[src/rtl/pwm_deadtime.sv]
`default_nettype none
// ============================================================================
//  Module      : pwm_deadtime
//  Description : Dead-time insertion stage for one PWM leg. Converts a leg
//                command into complementary high-side / low-side gate drives.
//                A programmable blanking interval keeps both drives off
//                between sides. Enable and a latched fault trip force both
//                drives off. Command pulses swallowed by the dead band are
//                counted in a saturating counter.
//  Revision    : 1.0 - initial release
// ============================================================================
module pwm_deadtime #(
    parameter int DT_WIDTH  = 8,
    parameter int CNT_WIDTH = 16
) (
    input  logic                 clk_i,
    input  logic                 nrst_i,
    input  logic                 enable_i,
    input  logic                 trip_i,
    input  logic                 trip_clear_i,
    input  logic                 PWM_i,
    input  logic [DT_WIDTH-1:0]  deadtime_i,
    output logic                 H_o,
    output logic                 L_o,
    output logic                 tripped_o,
    output logic [CNT_WIDTH-1:0] narrow_cnt_o
);

    // ------------------------------------------------------------------------
    // State and side encodings
    // ------------------------------------------------------------------------
    typedef enum logic [1:0] {
        S_OFF  = 2'd0,
        S_DEAD = 2'd1,
        S_HIGH = 2'd2,
        S_LOW  = 2'd3
    } state_t;

    // Side that was driving just before the current dead interval began.
    typedef enum logic [1:0] {
        SIDE_NONE = 2'd0,
        SIDE_HIGH = 2'd1,
        SIDE_LOW  = 2'd2
    } side_t;

    localparam logic [DT_WIDTH-1:0]  c_dt_one  = DT_WIDTH'(1);
    localparam logic [CNT_WIDTH-1:0] c_cnt_one = CNT_WIDTH'(1);
    localparam logic [CNT_WIDTH-1:0] c_cnt_max = '1;

    // ------------------------------------------------------------------------
    // Registers and next-state wires
    // ------------------------------------------------------------------------
    state_t                 r_state;
    state_t                 w_state_nxt;
    logic [DT_WIDTH-1:0]    r_dt_cnt;
    logic [DT_WIDTH-1:0]    w_dt_cnt_nxt;
    side_t                  r_prev_side;
    side_t                  w_prev_side_nxt;

    logic                   r_tripped;
    logic                   w_tripped_nxt;
    logic                   w_force_off;
    logic [DT_WIDTH-1:0]    w_dt_load;

    logic                   w_narrow_hit;
    logic                   r_narrow_hit;
    logic [CNT_WIDTH-1:0]   r_narrow_cnt;

    logic                   w_h_nxt;
    logic                   w_l_nxt;
    logic                   r_h;
    logic                   r_l;

    // ------------------------------------------------------------------------
    // Trip latch and force-off qualification
    // ------------------------------------------------------------------------
    // A live trip always wins over a clear issued in the same cycle, so the
    // latch only releases once the fault source itself has gone quiet.
    assign w_tripped_nxt = trip_i | (r_tripped & ~trip_clear_i);

    // Uses the registered latch, so after a clear the leg spends one more
    // cycle in OFF before the restart interval begins.
    assign w_force_off = ~enable_i | trip_i | r_tripped;

    // A zero setting behaves as one cycle: the two drives may never overlap
    // or hand over on the same edge.
    assign w_dt_load = (deadtime_i == '0) ? c_dt_one : deadtime_i;

    // ------------------------------------------------------------------------
    // Next-state, dead-band counter and narrow-pulse detection
    // ------------------------------------------------------------------------
    // Decide the next leg state; force-off overrides every other transition.
    always_comb begin
        w_state_nxt     = r_state;
        w_dt_cnt_nxt    = r_dt_cnt;
        w_prev_side_nxt = r_prev_side;
        w_narrow_hit    = 1'b0;

        if (w_force_off) begin
            w_state_nxt     = S_OFF;
            w_dt_cnt_nxt    = '0;
            w_prev_side_nxt = SIDE_NONE;
        end else begin
            case (r_state)
                S_OFF: begin
                    w_state_nxt     = S_DEAD;
                    w_dt_cnt_nxt    = w_dt_load;
                    w_prev_side_nxt = SIDE_NONE;
                end
                S_HIGH: begin
                    if (!PWM_i) begin
                        w_state_nxt     = S_DEAD;
                        w_dt_cnt_nxt    = w_dt_load;
                        w_prev_side_nxt = SIDE_HIGH;
                    end
                end
                S_LOW: begin
                    if (PWM_i) begin
                        w_state_nxt     = S_DEAD;
                        w_dt_cnt_nxt    = w_dt_load;
                        w_prev_side_nxt = SIDE_LOW;
                    end
                end
                S_DEAD: begin
                    // The command level at expiry picks the side; toggles
                    // earlier in the interval do not restart the count.
                    // A count of zero cannot occur here, but is treated as
                    // expiry so the state can never stall.
                    if (r_dt_cnt <= c_dt_one) begin
                        w_state_nxt  = PWM_i ? S_HIGH : S_LOW;
                        w_dt_cnt_nxt = '0;
                        w_narrow_hit = ( PWM_i && (r_prev_side == SIDE_HIGH)) ||
                                       (!PWM_i && (r_prev_side == SIDE_LOW));
                    end else begin
                        w_dt_cnt_nxt = r_dt_cnt - c_dt_one;
                    end
                end
                default: begin
                    w_state_nxt     = S_OFF;
                    w_dt_cnt_nxt    = '0;
                    w_prev_side_nxt = SIDE_NONE;
                end
            endcase
        end
    end

    // Drives are decoded from the next state so they change on the same edge
    // as the state itself; only one of them can ever be set.
    assign w_h_nxt = (w_state_nxt == S_HIGH);
    assign w_l_nxt = (w_state_nxt == S_LOW);

    // ------------------------------------------------------------------------
    // Sequential logic
    // ------------------------------------------------------------------------
    // Leg state, dead-band counter and the side recorded on entry to DEAD.
    always_ff @(posedge clk_i or negedge nrst_i) begin
        if (!nrst_i) begin
            r_state     <= S_OFF;
            r_dt_cnt    <= '0;
            r_prev_side <= SIDE_NONE;
        end else begin
            r_state     <= w_state_nxt;
            r_dt_cnt    <= w_dt_cnt_nxt;
            r_prev_side <= w_prev_side_nxt;
        end
    end

    // Registered gate drives; reset clears them without waiting for a clock.
    always_ff @(posedge clk_i or negedge nrst_i) begin
        if (!nrst_i) begin
            r_h <= 1'b0;
            r_l <= 1'b0;
        end else begin
            r_h <= w_h_nxt;
            r_l <= w_l_nxt;
        end
    end

    // Fault trip latch.
    always_ff @(posedge clk_i or negedge nrst_i) begin
        if (!nrst_i) begin
            r_tripped <= 1'b0;
        end else begin
            r_tripped <= w_tripped_nxt;
        end
    end

    // Narrow-pulse event is staged one cycle, then added to a counter that
    // saturates at all-ones and only reset clears.
    always_ff @(posedge clk_i or negedge nrst_i) begin
        if (!nrst_i) begin
            r_narrow_hit <= 1'b0;
            r_narrow_cnt <= '0;
        end else begin
            r_narrow_hit <= w_narrow_hit;
            if (r_narrow_hit && (r_narrow_cnt != c_cnt_max)) begin
                r_narrow_cnt <= r_narrow_cnt + c_cnt_one;
            end
        end
    end

    // ------------------------------------------------------------------------
    // Outputs
    // ------------------------------------------------------------------------
    assign H_o          = r_h;
    assign L_o          = r_l;
    assign tripped_o    = r_tripped;
    assign narrow_cnt_o = r_narrow_cnt;

endmodule
`default_nettype wire
[config.mk]
export PLATFORM = sky130hd
export DESIGN_NAME = pwm_deadtime
export DESIGN_NICKNAME = d
export VERILOG_FILES = /design/src/rtl/pwm_deadtime.sv
export SDC_FILE = /design/constraint.sdc
export NUM_CORES = 1
export LEC_CHECK = 0
export ABC_CLOCK_PERIOD_IN_PS = 5650
export CAP_MARGIN = 20
export CORE_MARGIN = 3
export CORE_UTILIZATION = 40
export DETAILED_ROUTE_END_ITERATION = 12
export PLACE_DENSITY = 0.61
export SLEW_MARGIN = 15
export SYNTH_ARGS = -nofsm -noshare
export SYNTH_HDL_FRONTEND = slang
export SYNTH_SLANG_ARGS = --single-unit
[constraint.sdc]
create_clock -name clk_i -period 5.65 [get_ports clk_i]
set_clock_uncertainty 0.05 [all_clocks]
set_input_delay 1.13 -clock clk_i [delete_from_list [all_inputs] [get_ports clk_i]]
set_output_delay 1.13 -clock clk_i [all_outputs]
set_load 0.01 [all_outputs]
==> qor.csv, run 1 <==
stage;metric;value;unit
critical_path;worst_path_max_delay_cell;nor3b_1;
final_layout;multi_input_area;843;µm²
sta;timing.slew.headroom;0.520;
sta;max_freq;347;MHz
route;via_per_inst;5.47;
power;swShare;0.231;
placed_design;place_inst;248;
critical_path;arrival;3010;ps
min_path;hp-class;register to register;
power;pwr-share-comb;0.080;
clock_network;path_clk_slew;60;ps
clock_network;cts_buffers;5;
clock_network;clockRootBuffer;clkbuf_8;
power;power_frac_clock;0.401;
synth;synth_sequential_area_ratio;0.472;
clock_network;post_cts_resized;0;
floorplanning;die_height;71.1;µm
synth;synthCells;169;
clock_network;ctsHoldBuffers;0;
power;switchingPower;0.104;mW
power;total_leakage_power;0.941;nW
final_layout;final_layout_size_suffix_gt1_frac;0.0631;
floorplanning;pin_count;33;
final_layout;diodes;0;
synth;synth_seq_cells;32;
sta;hold_viol_final;0;
synth;synth_warnings;0;
final_layout;stdcell_count;256;
synth;syn_nets;186;
route;post-route-drc-count;0;
floorplanning;die_x;71.1;µm
clock_network;cts_tree;built;
route;ant_nets;0;
critical_path;required;5780;ps
power;p_int;0.348;mW
clock_network;clockBufferDepth;2;
placed_design;post-dp-hpwl;2780;µm
synth;syn_avg_cell_area;10.0;µm²
critical_path;cpPeakStageDelay;600;ps
status;status;completed;
floorplanning;start_util;0.418;
route;dr.pass1.iters;4;
sta;finalSetupTns;0;ps
floorplanning;die-area;0.00506;mm²
global_routing;grt_start_max_net_pins;33;
floorplanning;coreArea;0.00406;mm²
route;post_drt_wl_per_cell;14.9;µm
clock_network;htree_levels;2;
clock_network;clkLatencyLatePin;280;ps
final_layout;seqCellArea;801;µm²
placed_design;dpl_cell_area;0.00207;mm²
placed_design;port_buffers;32;
final_layout;final_nets;222;
sta;fin_crit;2880;ps
power;peakVddDrop;0.0000883;V
route;drt_wl_total;3810;µm
power;p_seq_frac;0.519;
power;power;0.452;mW
critical_path;cp-start-kind;input port;
floorplanning;rows;23;
final_layout;fin_area;0.00216;mm²
flow_run;cap_violations;0;
global_routing;grt_pass1_wl;6720;µm
clock_network;cts_setup_buffers;0;
critical_path;worstSetupPathType;input port to register;
global_routing;grt_pass1_vias;1429;
power;powerDensity;209;mW/mm²
route;via_count;1401;
critical_path;cp_max_fo;8;
global_routing;grt_use_total;0.168;
global_routing;antenna_found_initial;0;
final_layout;syn_to_final_growth;27.3;%
sta;setup_violations;0;
sta;period_share;0.510;
critical_path;crit_chain;clkdlybuf4s50_1, nor3b_1, nand3_1, o32ai_1;
sta;final_max_slew_viol_count;0;
final_layout;fillers;356;
global_routing;gr-total-overflow;0;
synth;synth_cell_types;43;
sta;tightest_slew;718;ps
sta;rsz0062_at_grt;no;
clock_network;clock_sinks;32;
synth;synth_area;0.00170;mm²
route;first_iter_violations;63;
critical_path;endpoint_kind;register;
placed_design;gp_congestion;0.778;
cell usage in the layout (no fill, tap or decap), types with 4 or more instances in the layout:
cell | netlist | final
dfrtp_1 | 32 | 32
xor2_1 | 13 | 13
nor3_1 | 11 | 11
o22ai_1 | 4 | 4
clkdlybuf4s50_1 | 0 | 32
nand2_1 | 10 | 10
inv_1 | 9 | 9
nor2_1 | 10 | 10
and3_1 | 4 | 4
a21oi_1 | 9 | 9
nand3_1 | 8 | 8
clkbuf_8 | 0 | 6
o21ai_0 | 8 | 8
nor4_1 | 4 | 4
cells by family after synthesis:
family | synth area share
AOI/OAI and AO/OA | 0.160
xor gates and xnor gates | 0.0827
adders and majority gates | 0.0221
buffers and inverters | 0.0303
DFF | 0.472
muxes | 0.00885
and+or+nand+nor | 0.224
worst paths after layout:
kind,from,end,slack (ps),depth (start not counted)
min in group asynchronous,nrst_i,narrow_cnt_o[6],1200,2
max in group asynchronous,nrst_i,narrow_cnt_o[12],4040,2
setup reg to reg,r_dt_cnt[0],r_dt_cnt[0],3560,5
hold reg to reg,narrow_cnt_o[8],narrow_cnt_o[8],440,1
hold / removal,narrow_cnt_o[8],narrow_cnt_o[8],440,1
setup / recovery,enable_i,r_dt_cnt[0],2770,4
layout make-up:
| class | instances | area share |
|---|---|---|
| inverter | 9 | 0.0157 |
| tap | 50 | 0.0290 |
| clock buffer | 8 | 0.0417 |
| multi-input combinational | 124 | 0.391 |
| timing repair buffer | 33 | 0.152 |
| sequential | 32 | 0.371 |
registers in the layout (all words and copies together) (netlist names):
name          count
L_o               1
r_prev_side       2
r_state           2
tripped_o         1
narrow_cnt_o     16
r_narrow_hit      1
H_o               1
r_dt_cnt          8
power by group through the flow:
stage / logic (mW) / clock network (mW) / registers, mW
after global placement: 0.0352 / 0 / 0.239
after floorplan: 0.0163 / 0 / 0.238
after CTS: 0.0363 / 0.189 / 0.234
after detailed placement: 0.0362 / 0 / 0.239
after global routing: 0.0407 / 0.198 / 0.235
final: 0.0361 / 0.181 / 0.235
through the flow:
step / hold slack (ps) / worst slack, ps / utilization
global route: 473 / 2620 / 0.532
CTS: 452 / 2810 / 0.532
floorplan: 424 / 3320 / -
detailed placement: 443 / 2500 / 0.510
finish: 445 / 2770 / 0.532
global placement: 430 / 2630 / 0.510
metal layers:
| layer | track usage | vias to the layer above | part of all wire |
|---|---|---|---|
| met1 | 0.222 | 672 | 0.46 |
| met4 | 0.0668 | 0 | 0.0058 |
| met5 | 0 | - | 0 |
| met2 | 0.260 | 38 | 0.48 |
| li1 | - | 689 | - |
| met3 | 0.0511 | 2 | 0.053 |
synth_stat cells, drive strengths merged:
cell      n  area share
nor4      5       0.027
o41ai     3       0.027
a211oi    3       0.013
o211ai    2      0.0089
and2      2      0.0074
a21o      1      0.0044
o2111ai   1      0.0052
nor2     10       0.022
nor3     11       0.032
nor3b     3       0.013
nand2b    1      0.0037
or4       1      0.0044
xnor2     3       0.016
nand4     4       0.027
a21oi     9       0.027
a21boi    1      0.0044
o22ai     4       0.015
nor4b     1      0.0052
o221ai    1      0.0052
dfrtp    32        0.47
ha        3       0.022
o32ai     1      0.0052
buf       2      0.0059
a31oi     2      0.0074
o2bb2ai   1      0.0052
or2       2      0.0074
nand3     8       0.024
clkbuf    2      0.0044
a22oi     1      0.0044
nor2b     2      0.0074
mux2      1      0.0089
a32oi     1      0.0052
xor2     13       0.067
or3b      1      0.0052
o21ai     8       0.024
nand2    10       0.022
inv       9       0.020
and3      4       0.015
critical path, delay by kind of cell:
kind,cells,cell delay [ps]
AND/OR/NAND/NOR,2,1050
buffers and inverters,1,470
AO/OA/AOI/OAI,1,360
(Power assumes the default switching activity.)
==> inputs of run 2 (changes only) <==
--- a/config.mk
+++ b/config.mk
@@ -5,7 +5,7 @@
 export SDC_FILE = /design/constraint.sdc
 export NUM_CORES = 1
 export LEC_CHECK = 0
-export ABC_CLOCK_PERIOD_IN_PS = 5650
+export ABC_CLOCK_PERIOD_IN_PS = 2740
 export CAP_MARGIN = 20
 export CORE_MARGIN = 3
 export CORE_UTILIZATION = 40
==> constraint.sdc (replaced) <==
create_clock -name clk_i -period 2.74 [get_ports clk_i]
set_clock_uncertainty 0.05 [all_clocks]
set_input_delay 0.548 -clock clk_i [delete_from_list [all_inputs] [get_ports clk_i]]
set_output_delay 0.548 -clock clk_i [all_outputs]
set_load 0.01 [all_outputs]
==> qor.csv, run 2 (synthesized netlist as in run 1, its figures left out) <==
stage;metric;value;unit;change
floorplanning;start_util;0.418;;unchanged
final_layout;fillers;343;;-3.7%
power;p_int;0.833;mW;+140%
final_layout;multi_input_area;843;µm²;unchanged
clock_network;cts_setup_buffers;0;;unchanged
power;pwr-share-comb;0.071;;-0.009
route;drt_wl_total;3740;µm;-1.8%
floorplanning;pin_count;33;;unchanged
clock_network;clock_sinks;32;;unchanged
clock_network;clockBufferDepth;2;;unchanged
global_routing;grt_pass1_wl;6440;µm;-4.2%
floorplanning;die_x;71.1;µm;unchanged
final_layout;post-route-util;0.543;;+0.0108
floorplanning;rows;23;;unchanged
power;peakVddDrop;0.000211;V;+140%
route;first_iter_violations;106;;+68%
global_routing;grt_start_max_net_pins;33;;unchanged
sta;hold_viol_final;0;;unchanged
sta;rsz0062_at_grt;no;;
clock_network;clkLatencyLatePin;280;ps;about the same
power;swShare;0.204;;-0.0271
final_layout;largest_reg_flops;16;;unchanged
power;powerDensity;475;mW/mm²;+130%
critical_path;worstSetupPathType;register to register;;
clock_network;htree_levels;2;;unchanged
sta;setup_violations;0;;unchanged
clock_network;path_clk_slew;60;ps;about the same
final_layout;final_layout_size_suffix_gt1_frac;0.0773;;+0.0142
sta;max_freq;479;MHz;
flow_run;cap_violations;0;;unchanged
final_layout;syn_to_final_growth;29.9;%;
min_path;hp-class;register to register;;
global_routing;grt_use_total;0.161;;-0.00777
final_layout;seqCellArea;801;µm²;unchanged
placed_design;port_buffers;32;;unchanged
final_layout;diodes;0;;unchanged
route;via_per_inst;5.50;;+0.46%
floorplanning;coreArea;0.00406;mm²;unchanged
route;ant_nets;0;;unchanged
route;post-route-drc-count;0;;unchanged
sta;tightest_slew;663;ps;-54.8 ps
power;total_leakage_power;0.966;nW;+2.6%
power;p_seq_frac;0.462;;-0.057
power;switchingPower;0.213;mW;+100%
critical_path;cp-start-kind;register;;
critical_path;arrival;2220;ps;-790 ps
clock_network;cts_tree;built;;
power;power_frac_clock;0.467;;+0.066
critical_path;endpoint_kind;register;;
global_routing;antenna_found_initial;0;;unchanged
final_layout;final_nets;223;;+0.45%
final_layout;layout_common_cells;32 x dfrtp_1, 32 x clkdlybuf4s50_1, 13 x xor2_1;;
placed_design;gp_congestion;0.843;;+8.3%
route;dr.pass1.iters;4;;unchanged
route;via_count;1413;;+0.86%
placed_design;post-dp-hpwl;2780;µm;about the same
clock_network;ctsHoldBuffers;0;;unchanged
floorplanning;die-area;0.00506;mm²;unchanged
critical_path;cp_max_fo;8;;unchanged
sta;fin_crit;2090;ps;
sta;period_share;0.762;;
floorplanning;die_height;71.1;µm;unchanged
global_routing;gr-total-overflow;0;;unchanged
clock_network;cts_buffers;5;;unchanged
route;post_drt_wl_per_cell;14.5;µm;-2.2%
status;status;completed;;
critical_path;required;2870;ps;-2910 ps
global_routing;grt_pass1_vias;1368;;-4.3%
sta;final_max_slew_viol_count;0;;unchanged
clock_network;post_cts_resized;0;;unchanged
sta;finalSetupTns;0;ps;unchanged
sta;timing.slew.headroom;0.556;;+0.0360
clock_network;clockRootBuffer;clkbuf_8;;
==> run 2: worst max-delay path, cell delays in order (launching register included) <==
cell	delay, ps
dfrtp_1	430
inv_1	100
ha_1	290
o2111ai_1	410
nand3_1	340
o32ai_1	350
==> run 2: worst paths after layout <==
check                                     start               to  slack (ps)  cells past startpoint
worst min-delay path            narrow_cnt_o[8]  narrow_cnt_o[8]         450                      1
worst max-delay path                r_dt_cnt[0]      r_dt_cnt[0]         650                      5
worst max register to register      r_dt_cnt[0]      r_dt_cnt[0]         650                      5
worst min register to register  narrow_cnt_o[8]  narrow_cnt_o[8]         450                      1
min in group asynchronous                nrst_i  narrow_cnt_o[5]         620                      2
max in group asynchronous                nrst_i  narrow_cnt_o[0]        1730                      2
==> run 2: metal layers <==
metal | vias to the layer above | global-route usage | wire (µm)
li1 | 690 | - | -
met1 | 658 | 0.205 | 1620
met2 | 58 | 0.261 | 1810
met3 | 7 | 0.0426 | 236
met4 | 0 | 0.0626 | 66
met5 | - | 0 | 0
==> run 2: layout make-up <==
type	instances	share of cell area
Clock buffer	7	0.0438
Clock inverter	1	0.0136
Tap cell	50	0.0284
Multi-Input combinational cell	124	0.383
Sequential cell	32	0.364
Timing Repair Buffer	34	0.152
Inverter	9	0.0153
==> run 2: metrics by stage <==
step | setup WS, ps | instances | instance area (µm²) | hold slack, ps | total power, mW
final | 651 | 257 | 2200 | 454 | 1.05
after global placement | 578 | 249 | 2080 | 431 | 0.565
after floorplan | 853 | 169 | 1700 | 202 | 0.524
after global routing | 479 | 257 | 2200 | 481 | 1.10
after CTS | 635 | 257 | 2200 | 458 | 1.07
after detailed placement | 502 | 249 | 2080 | 445 | 0.567
==> run 2: power by group through the flow <==
stage	clock network (mW)	registers [mW]	logic [mW]
2_1_floorplan	0	0.490	0.0335
3_3_place_gp	0	0.492	0.0734
3_5_place_dp	0	0.492	0.0747
4_1_cts	0.511	0.483	0.0753
5_1_grt	0.535	0.484	0.0837
6_report	0.488	0.484	0.0744
